**src/rtl/alu_exec_unit.sv**
```systemverilog
// rtl/alu_exec_unit.sv - ALU execute unit with valid/ready handshake and 1-bit/cycle shifter
// Non-shift ops finish at the accepting edge; shifts by N>0 iterate one bit per cycle.
module alu_exec_unit (
  input  logic        clk,
  input  logic        rst,
  input  logic        in_valid,
  output logic        in_ready,
  input  logic [3:0]  alu_control,
  input  logic [31:0] operand_a,
  input  logic [31:0] operand_b,
  output logic        out_valid,
  input  logic        out_ready,
  output logic [31:0] result,
  output logic        zero
);

  typedef enum logic [1:0] {
    S_IDLE  = 2'd0,
    S_SHIFT = 2'd1,
    S_DONE  = 2'd2
  } state_e;

  localparam logic [3:0] OP_OR   = 4'b0000;
  localparam logic [3:0] OP_SLL  = 4'b0001;
  localparam logic [3:0] OP_ADD  = 4'b0010;
  localparam logic [3:0] OP_SRL  = 4'b0011;
  localparam logic [3:0] OP_XOR  = 4'b0100;
  localparam logic [3:0] OP_SRA  = 4'b0101;
  localparam logic [3:0] OP_SUB  = 4'b0110;
  localparam logic [3:0] OP_SLT  = 4'b0111;
  localparam logic [3:0] OP_SLTU = 4'b1000;
  localparam logic [3:0] OP_AND  = 4'b1100;

  // Shift kind is alu_control[2:1]: SLL=00, SRL=01, SRA=10.
  localparam logic [1:0] K_SLL = 2'b00;
  localparam logic [1:0] K_SRL = 2'b01;

  state_e      state_q, state_d;
  logic [31:0] result_q, result_d;
  logic [4:0]  cnt_q, cnt_d;
  logic [1:0]  kind_q, kind_d;

  logic [31:0] alu_res;
  logic [31:0] shift_step;
  logic        is_shift;
  logic [4:0]  shamt;

  assign shamt    = operand_b[4:0];
  assign is_shift = (alu_control == OP_SLL) || (alu_control == OP_SRL) ||
                    (alu_control == OP_SRA);

  // Shift codes pass operand_a through; that value is only kept when shamt is 0.
  always_comb begin
    alu_res = 32'd0;
    case (alu_control)
      OP_OR:   alu_res = operand_a | operand_b;
      OP_SLL:  alu_res = operand_a;
      OP_ADD:  alu_res = operand_a + operand_b;
      OP_SRL:  alu_res = operand_a;
      OP_XOR:  alu_res = operand_a ^ operand_b;
      OP_SRA:  alu_res = operand_a;
      OP_SUB:  alu_res = operand_a - operand_b;
      OP_SLT:  alu_res = {31'd0, $signed(operand_a) < $signed(operand_b)};
      OP_SLTU: alu_res = {31'd0, operand_a < operand_b};
      OP_AND:  alu_res = operand_a & operand_b;
      default: alu_res = 32'd0;
    endcase
  end

  always_comb begin
    shift_step = {result_q[31], result_q[31:1]};
    if (kind_q == K_SLL) begin
      shift_step = {result_q[30:0], 1'b0};
    end else if (kind_q == K_SRL) begin
      shift_step = {1'b0, result_q[31:1]};
    end
  end

  always_comb begin
    state_d  = state_q;
    result_d = result_q;
    cnt_d    = cnt_q;
    kind_d   = kind_q;
    case (state_q)
      S_IDLE: begin
        if (in_valid) begin
          if (is_shift && (shamt != 5'd0)) begin
            result_d = operand_a;
            cnt_d    = shamt;
            kind_d   = alu_control[2:1];
            state_d  = S_SHIFT;
          end else begin
            result_d = alu_res;
            state_d  = S_DONE;
          end
        end
      end
      S_SHIFT: begin
        result_d = shift_step;
        cnt_d    = cnt_q - 5'd1;
        if (cnt_q == 5'd1) begin
          state_d = S_DONE;
        end
      end
      S_DONE: begin
        if (out_ready) begin
          state_d = S_IDLE;
        end
      end
      default: state_d = S_IDLE;
    endcase
  end

  always_ff @(posedge clk) begin
    if (rst) begin
      state_q  <= S_IDLE;
      result_q <= 32'd0;
      cnt_q    <= 5'd0;
      kind_q   <= K_SLL;
    end else begin
      state_q  <= state_d;
      result_q <= result_d;
      cnt_q    <= cnt_d;
      kind_q   <= kind_d;
    end
  end

  assign in_ready  = (state_q == S_IDLE);
  assign out_valid = (state_q == S_DONE);
  assign result    = result_q;
  assign zero      = (result_q == 32'd0);

endmodule

```
**config.mk**
```make
export PLATFORM = sky130hd
export DESIGN_NAME = alu_exec_unit
export DESIGN_NICKNAME = d
export VERILOG_FILES = /design/src/rtl/alu_exec_unit.sv
export SDC_FILE = /design/constraint.sdc
export NUM_CORES = 1
export LEC_CHECK = 0
export ABC_AREA = 1
export CAP_MARGIN = 20
export CORE_MARGIN = 2
export CORE_UTILIZATION = 50
export DETAILED_ROUTE_END_ITERATION = 7
export GPL_TIMING_DRIVEN = 1
export PLACE_DENSITY = 0.85
export SLEW_MARGIN = 20
export SYNTH_ARGS = -nofsm -noshare
export SYNTH_HDL_FRONTEND = slang
export SYNTH_SLANG_ARGS = --single-unit
```
**constraint.sdc**
```tcl
create_clock -name clk -period 3.45 [get_ports clk]
set_clock_uncertainty 0.2 [all_clocks]
set_input_delay 0.69 -clock clk [delete_from_list [all_inputs] [get_ports clk]]
set_output_delay 0.69 -clock clk [all_outputs]
set_load 0.005 [all_outputs]
```
* Word level (Yosys, flattened, before mapping)
Cells that the tools add are included.
** Cells by class
- Add/sub/neg operators :: 3
- Multiply operators :: 0
- Divide/modulo/power cells :: 0
- Magnitude comparators :: 2
- Equal/unequal tests :: 18
- Shift-type cells :: 0
- Mux-type cells :: 14
- Bitwise logic cells :: 3
- Reduce and logical (&&, ||, !) cells :: 15
** Operators with widths (number)
- $pmux W32 S8 :: 1
- $mux W32 :: 4
- $lt A32 B32 Y1 :: 2
- $pmux W32 S2 :: 1
- $add A32 B32 Y32 :: 1
- $and A32 B32 Y32 :: 1
- $logic_not A32 Y1 :: 1
- $or A32 B32 Y32 :: 1
- $sub A32 B32 Y32 :: 1
- $xor A32 B32 Y32 :: 1
- $eq A4 B3 Y1 const B :: 4
- $reduce_and A3 Y1 :: 4
- $mux W5 :: 2
- $pmux W5 S2 :: 1
- $eq A4 B2 Y1 const B :: 2
- $eq A4 B4 Y1 const B :: 2
- $mux W2 :: 4
- $pmux W2 S3 :: 1
- $eq A5 B1 Y1 const B :: 1
- $reduce_bool A5 Y1 :: 1
- $sub A5 B1 Y5 const B :: 1
- $eq A2 B1 Y1 const B :: 2
- $eq A4 B1 Y1 const B :: 1
- $logic_not A2 Y1 :: 2
- other kinds (10) :: 13
** Word-level totals
- Register bits :: 41
- Bits in latches :: 0
- Memory bits (writable) :: 0
- Bits in read-only memories :: 0
- Input port bits :: 72
- Output and inout port bits :: 35
- Logic and storage cells :: 60
- Memories kept :: 0

* Logic depth before layout (Yosys ltp)
Gate-level depths: netlist of run 1.
- Word-level depth :: 7
- Gate-level depth with buffers :: 19
- Mapped depth without buffers :: 18

* Worst setup path before layout of run 1
OpenSTA, ideal clock, no wires.
- Path type :: input port to flip-flop
- Start point :: input operand_a[0]
- End point :: register result_q[26] (netlist: result[26])
- Setup time :: 0.117 ns
- Data arrival time :: 2.346 ns
- Required time :: 3.133 ns
- Slack :: 0.787 ns
- Stages on the path :: 16
- Path buffers :: 0
- Path through :: inv_1 > ha_1 > inv_1 > fa_1 > nand2_2 > nand2_1 > o21ai_2 > o21bai_2 > a21oi_1 > inv_1 > nand2_1 > nand3_1 > nand3_1 > nand3_1 > a21oi_1 > nor2_1
** On the way
- Longest elaborated chain between the ends :: 5
- Elaborated cells between the ends (all ways) :: 6
- Those cells by class :: 2 x add/sub; 4 x mux
** RTL lines
- start, declared :: line 9 : input logic [31:0] operand_a,
- $sub A32 B32 Y32 / $add A32 B32 Y32 (equally long branches) :: line 62, 58
- $pmux W32 S8 * :: line 55 : case (alu_control)
- $mux W32 * :: line 87 : if (is_shift && (shamt != 5'd0)) begin
- $mux W32 * :: line 86 : if (in_valid) begin
- $pmux W32 S2 * :: line 84 : case (state_q)
- end signal, assigned :: line 122 : result_q <= result_d;
- end, declared :: line 39 : logic [31:0] result_q, result_d;
Every way passes the cells marked *; elsewhere a longest branch is shown, timed or not. The select of a mux whose other input is x is not followed.
A chain may end at the register's enable or synchronous reset.

* Worst setup path after layout of run 1
- Start point :: input operand_b[0]
- End point :: register result_q[26] (netlist: result[26])
** On the way
- Longest elaborated chain between the ends :: 5
- Elaborated cells between the ends (all ways) :: 8
- Those cells by class :: 2 x add/sub; 4 x mux; 2 x reduce/logical
** RTL lines
- start, declared :: line 10 : input logic [31:0] operand_b,
- $sub A32 B32 Y32 (tied with other cells) :: line 62 : OP_SUB: alu_res = operand_a - operand_b;
- $pmux W32 S8 / $logic_and A1 B1 Y1 (equally long branches) :: line 55, 87
- $mux W32 * :: line 87
- $mux W32 * :: line 86
- $pmux W32 S2 * :: line 84
Marked as above.

==> run summary, run 1 <==
First-pass GRT wire length: 50.5 mm
Sequential fraction of the synthesis area: 0.0997
Yosys reg bits: 41
Ys Warns: 0
Drt total wl: 31.4 mm
Vias after detailed routing: 10606
Slowest cell on crit path: clkdlybuf4s50_1
Clk root buf: clkbuf_16
GRT overflow: 0
DRT iter0 DRCs: 1217
Max FO, Critical Path: 4
Port bufs: 106
Chip width: 132 µm
Post-Syn Nets: 1605
Largest net degree at the start of global routing: 41
Startpoint Class: input port
WL per Instance: 17.1 µm
Tightest Pin Transition: 0.953 ns
Setup Crit Path Kind: input port to flop
Peak supply drop: 0.219 mV
Mean Syn Cell Area: 5.76 µm²
Status: finished, final reports clean
Arrival time worst endpoint: 3.27 ns
RSZ-0062 raised after global routing: no
Share of layout cells above drive strength 1: 0.137
Area added between synthesis and finish: 27.2%
Max-slew violation count: 0
CP Data Required Time: 3.43 ns
Initial antenna violation count: 0
Yosys cell types: 53
Crit. End Element: flop
Die Y-Extent: 132 µm
Period utilization: 0.955
TritonRoute pass-1 iters: 8
Worst path max stage delay: 0.51 ns
Setup violators final: 0
Total core area: 16000 µm²
Dpl hpwl: 25.2 mm
EDFF count, synth: 0
Worst hold slack: 0.285 ns
Via density: 5.78
Ys flop type: dfxtp_1
H-Tree Depth: 2
Final hold viol count: 0
Die ar.: 17500 µm²
Max Freq: 304 MHz
Fin nets: 1795
Tot GR Track Use: 0.352
TritonCTS clock tree: built
Ordered list of cells on the worst path: clkdlybuf4s50_1 -> ha_1 -> inv_1 -> fa_1 -> nand2_2 -> nand2_1 -> o21ai_2 -> o21bai_2 -> a21oi_1 -> inv_1 -> nand2_1 -> nand3_1 -> nand3_1 -> nand3_1 -> a21oi_1 -> nor2_1
# DRC: 0
Critical path's most frequent cell: nand3_1
Pwr dens: 262 nW/µm²
Async S/R FF share, synth: 0
Num CTS Buffers: 5
Initial core utilization: 0.514
Post-DRT Antenna Nets: 0
Mapped Cells: 1428
Max-Cap Viols: 0
# rows: 46
Synth Cell Area: 8230 µm²
# diodes: 0
Slew margin rel.: 0.364
CTS clk-pin slew, worst paths: 0.06 ns
Hold Crit Class: flop to flop
Final Critical Period: 3.29 ns
Vias in the first global route: 10107
Num ports: 107
Clock buffer depth: 2
Finished Core Util: 0.654
CTS Hold Bufs: 0
Number of clock sinks: 41
Leak: 5.07 nW
Clk_lat worst skew: 0.29 ns
RD Place Congestion: 1.06
-- registers in the layout, indices dropped and copies added (netlist names) --
name / count
state_q: 2
kind_q: 2
result: 32
cnt_q: 5
-- power breakdown --
| part | internal, mW | total (mW) | switching (mW) |
|---|---|---|---|
| Sequential | 0.527 | 0.599 | 0.0717 |
| Clock | 0.362 | 0.566 | 0.204 |
| Combinational | 0.660 | 1.57 | 0.913 |
-- cells in the final DEF (no fill, tap or decap), types with 18 or more instances in the layout --
cell | Yosys | routed
a21oi_1 | 125 | 124
nor2_1 | 152 | 150
o22ai_1 | 23 | 23
nand2_1 | 293 | 293
nand3_1 | 112 | 112
buf_4 | 7 | 134
ha_1 | 103 | 103
clkdlybuf4s50_1 | 0 | 106
inv_2 | 19 | 19
o21ai_0 | 109 | 109
a221oi_1 | 27 | 27
inv_1 | 197 | 197
dfxtp_1 | 41 | 41
nor2_2 | 16 | 18
-- final timing paths --
| kind | end | cells after the start | start | slack (ns) |
|---|---|---|---|---|
| setup / recovery | result[26] | 16 | operand_b[0] | 0.16 |
| hold / removal | cnt_q[4] | 2 | cnt_q[4] | 0.28 |
| setup reg to reg | result[9] | 7 | state_q[0] | 0.83 |
| hold reg to reg | cnt_q[4] | 2 | cnt_q[4] | 0.28 |
-- cell type report --
cell class / instances / area, µm²
clock inverter: 1 / 30.0
inverter: 217 / 815
multi-input combinational: 1111 / 6280
sequential: 41 / 821
timing repair buffer: 242 / 2110
fill: 1557 / 5530
clock buffer: 7 / 143
tap: 216 / 270
-- stage by stage --
| stage | setup TNS [ns] | cell area (µm²) | total power, mW | cells | setup slack [ns] |
|---|---|---|---|---|---|
| 2_1_floorplan | 0 | 8230 | 1.48 | 1428 | 0.787 |
| 3_5_place_dp | -0.240 | 10300 | 2.13 | 1826 | -0.0849 |
| 4_1_cts | 0 | 10500 | 2.69 | 1834 | 0.215 |
| 5_1_grt | 0 | 10500 | 2.91 | 1835 | 0.00261 |
| 6_report | 0 | 10500 | 2.74 | 1835 | 0.156 |
| 3_3_place_gp | -0.0891 | 10300 | 2.11 | 1826 | -0.0512 |
-- repair_timing --
action / in CTS / in global routing
gates resized for setup: 0 / 1
endpoints found under the setup margin: 0 / 3
setup buffers: 0 / 1
-- cell families after synthesis --
kind of cell,count (synthesis),share of synthesized area
simple gates,638,0.333
compound gates,366,0.266
buf+inv,276,0.138
fa+ha+maj,105,0.161
flops,41,0.0997
xor+xnor,2,0.00213
-- cells in the mapped netlist (3+ instances only) --
master,n,area [µm²]
o21ai_1,13,65.1
a31oi_1,6,37.5
o2111ai_1,4,35.0
a21o_1,3,22.5
buf_2,22,110
buf_4,7,52.6
buf_6,6,67.6
nor2_1,152,571
o21ai_2,6,52.6
nor2_2,16,100
o211ai_1,8,60.1
clkbuf_1,23,86.3
o21ai_0,109,546
ha_1,103,1290
nand4_1,14,87.6
a221oi_1,27,236
a21oi_2,12,105
a211oi_1,3,22.5
nand2_2,9,56.3
nor4_1,7,43.8
inv_2,19,71.3
or2_2,3,18.8
dfxtp_1,41,821
nand2_1,293,1100
nor3_1,17,85.1
inv_1,197,739
o21bai_1,17,128
a21oi_1,125,626
o22ai_1,23,144
nand3_1,112,561
-- per-layer routing --
layer	up-vias	track usage	wire, µm
li1	5121	-	-
met1	4785	0.424	12400
met2	561	0.617	14600
met3	139	0.0400	2390
met4	0	0.183	2060
met5	-	0	0
-- critical path: cells and delay by family --
| kind | cells | cell delay [ns] |
|---|---|---|
| AND/OR/NAND/NOR | 7 | 0.62 |
| buffers and inverters | 3 | 0.69 |
| AO/OA/AOI/OAI | 4 | 0.61 |
| adder cells (fa/ha/maj) | 2 | 0.64 |
Note: power is estimated with default switching activity, not from simulation.
==> run 2: changes to the inputs <==
Settings changed: CELL_PAD_IN_SITES_DETAIL_PLACEMENT set to 2, CELL_PAD_IN_SITES_GLOBAL_PLACEMENT set to 2, CORE_UTILIZATION 50 to 30, CTS_CLUSTER_SIZE set to 25, PLACE_DENSITY 0.85 to 0.95, SKIP_LAST_GASP set to 1.
==> run 2 against run 1 <==
  * The run now ends with negative setup slack left
  * Via count is 20% higher
  * Setup slack got worse by 0.69 ns
  * Global-route usage grew 1.3 points
  * Sequential cell count unchanged
  * Fmax fell by 17%
  * Count of clock-buffer cells in the layout decreased by 2
  * Utilization down 23 points
  * Combinational power increased by 36%
  * Hold slack better by 0.033 ns
  * Critical path type unchanged
==> run summary, run 2 (synthesized netlist as in run 1, its figures left out) <==
Status: complete, but fails checks
Violated checks: negative setup slack
Die Y-Extent: 170 µm
Chip width: 170 µm
Leak: 5.44 nW
Clk pwr share: 0.163
Period utilization: 1.15
# DRC: 0
Worst hold slack: 0.318 ns
Register area: 821 µm²
Clock buffer depth: 2
CTS Hold Bufs: 0
Vias after detailed routing: 12696
Area taken by multi-input logic gates: 6640 µm²
Crit. End Element: flop
Most common cell after layout, fill and taps aside: nand2_1
Max-slew violation count: 0
Startpoint Class: input port
Tightest Pin Transition: 1.03 ns
Hold Crit Class: flop to flop
Post-DRT Antenna Nets: 0
H-Tree Depth: 2
Tot GR Track Use: 0.365
Comb power frac: 0.647
Crit path launch: operand_b[16]
Num CTS Buffers: 5
Largest register FFs: 32
Most frequent cells in the layout: nand2_1, buf_4, inv_1
Total core area: 27000 µm²
Setup violators final: 24
Max-Cap Viols: 0
Switching Share: 0.526
Layout fillers: 3241
Max FO, Critical Path: 4
Setup Crit Path Kind: input port to flop
TritonRoute pass-1 iters: 5
GRT overflow: 0
Internal power: 1.56 mW
Final WS setup: -0.530 ns
Worst hold path startpoint: cnt_q[4]
Area added between synthesis and finish: 39.5%
Arrival time worst endpoint: 3.98 ns
Clk_lat worst skew: 0.32 ns
Die ar.: 28800 µm²
Initial core utilization: 0.305
Seq pwr share: 0.190
R2R Path End: result[25]
Post-route insts no fill: 2028
Number of clock sinks: 41
Largest net degree at the start of global routing: 39
Fin nets: 1863
Vias in the first global route: 13545
Flop2flop setup slack: 0.33 ns
Clk root buf: clkbuf_16
Slew margin rel.: 0.306
Via density: 6.26
Critical R2R Launch: kind_q[1]
CP Data Required Time: 3.45 ns
RSZ-0062 raised after global routing: yes
P_sw: 1.73 mW
WL per Instance: 31.1 µm
RD Place Congestion: 0.963
Final Critical Period: 3.98 ns
Num ports: 107
R2R depth: 7
# diodes: 0
TritonCTS clock tree: built
CTS clk-pin slew, worst paths: 0.07 ns
Drt total wl: 63.1 mm
DRT iter0 DRCs: 1208
Worst Setup EP: result[24]
Share of layout cells above drive strength 1: 0.214
Final hold viol count: 0
Hold path depth: 2
Port bufs: 106
Peak supply drop: 0.178 mV
Pwr dens: 287 nW/µm²
Initial antenna violation count: 0
Cells after DPL: 2014
# rows: 60
Max Freq: 251 MHz
First-pass GRT wire length: 80.5 mm
Dpl hpwl: 42.1 mm
run 2: cell count changes in the layout (fill, tap and decap cells not counted), sizes merged:
cell	before	now
bufinv	1	0
clkdlybuf4s50	106	102
inv	216	215
clkbuf	7	5
buf	136	204
dlymetal6s2s	0	3
clkinvlp	0	1
dlygate4sd2	0	1
clkinv	1	4
run 2: how the worst min path moves through the flow:
stage / endpoint
detailed placement: cnt_q[4]
CTS: cnt_q[4]
global route: cnt_q[4]
global placement: cnt_q[4]
finish: cnt_q[4]
floorplan: cnt_q[4]
run 2: per-stage QoR:
stage	setup TNS, ns	setup WS, ns	power [mW]	util	cell area, µm²
floorplan	0	0.787	1.48	-	8230
global route	-4.40	-0.403	3.38	0.426	11500
CTS	-0.0482	-0.0346	2.99	0.414	11100
finish	-3.28	-0.530	3.30	0.426	11500
global placement	-0.927	-0.141	2.23	0.405	10900
detailed placement	-7.91	-0.571	2.43	0.405	10900
run 2: repair_timing:
item,in CTS,in global routing
pin swaps,4,19
hold endpoints to repair,0,0
setup endpoints to repair,12,25
gates cloned,0,0
setup buffers,2,4
gates resized for setup,19,75
run 2: critical path, cell delays in order:
cell	delay, ns
clkdlybuf4s50_1	0.52
inv_1	0.09
ha_1	0.40
buf_4	0.19
nand2_1	0.13
nor2_1	0.27
inv_1	0.15
nor2_1	0.53
nand2_1	0.25
nand2_1	0.15
a21oi_1	0.07
o21ai_1	0.16
nand3_2	0.19
nand2_1	0.10
a21oi_1	0.07
run 2: power by group through the flow:
stage                     Clock (mW)  Sequential, mW  Combinational, mW
after floorplan                    0           0.587              0.889
after global placement             0           0.607               1.63
after detailed placement           0           0.620               1.81
after CTS                      0.518           0.612               1.86
after global routing           0.546           0.625               2.21
final                          0.538           0.625               2.13
run 2: layer usage:
layer  up-vias  GRT usage  part of all wire
li1       5244          -                 -
met1      6217      0.385              0.35
met2       815      0.659              0.47
met3       420     0.0417             0.074
met4         0      0.293              0.11
met5         -          0                 0
run 2: layout make-up:
type	instances	area share
tap	341	0.0372
multi-input combinational	1111	0.578
clock buffer	5	0.0109
sequential	41	0.0715
timing repair buffer	310	0.230
inverter	217	0.0710
clock inverter	3	0.00153
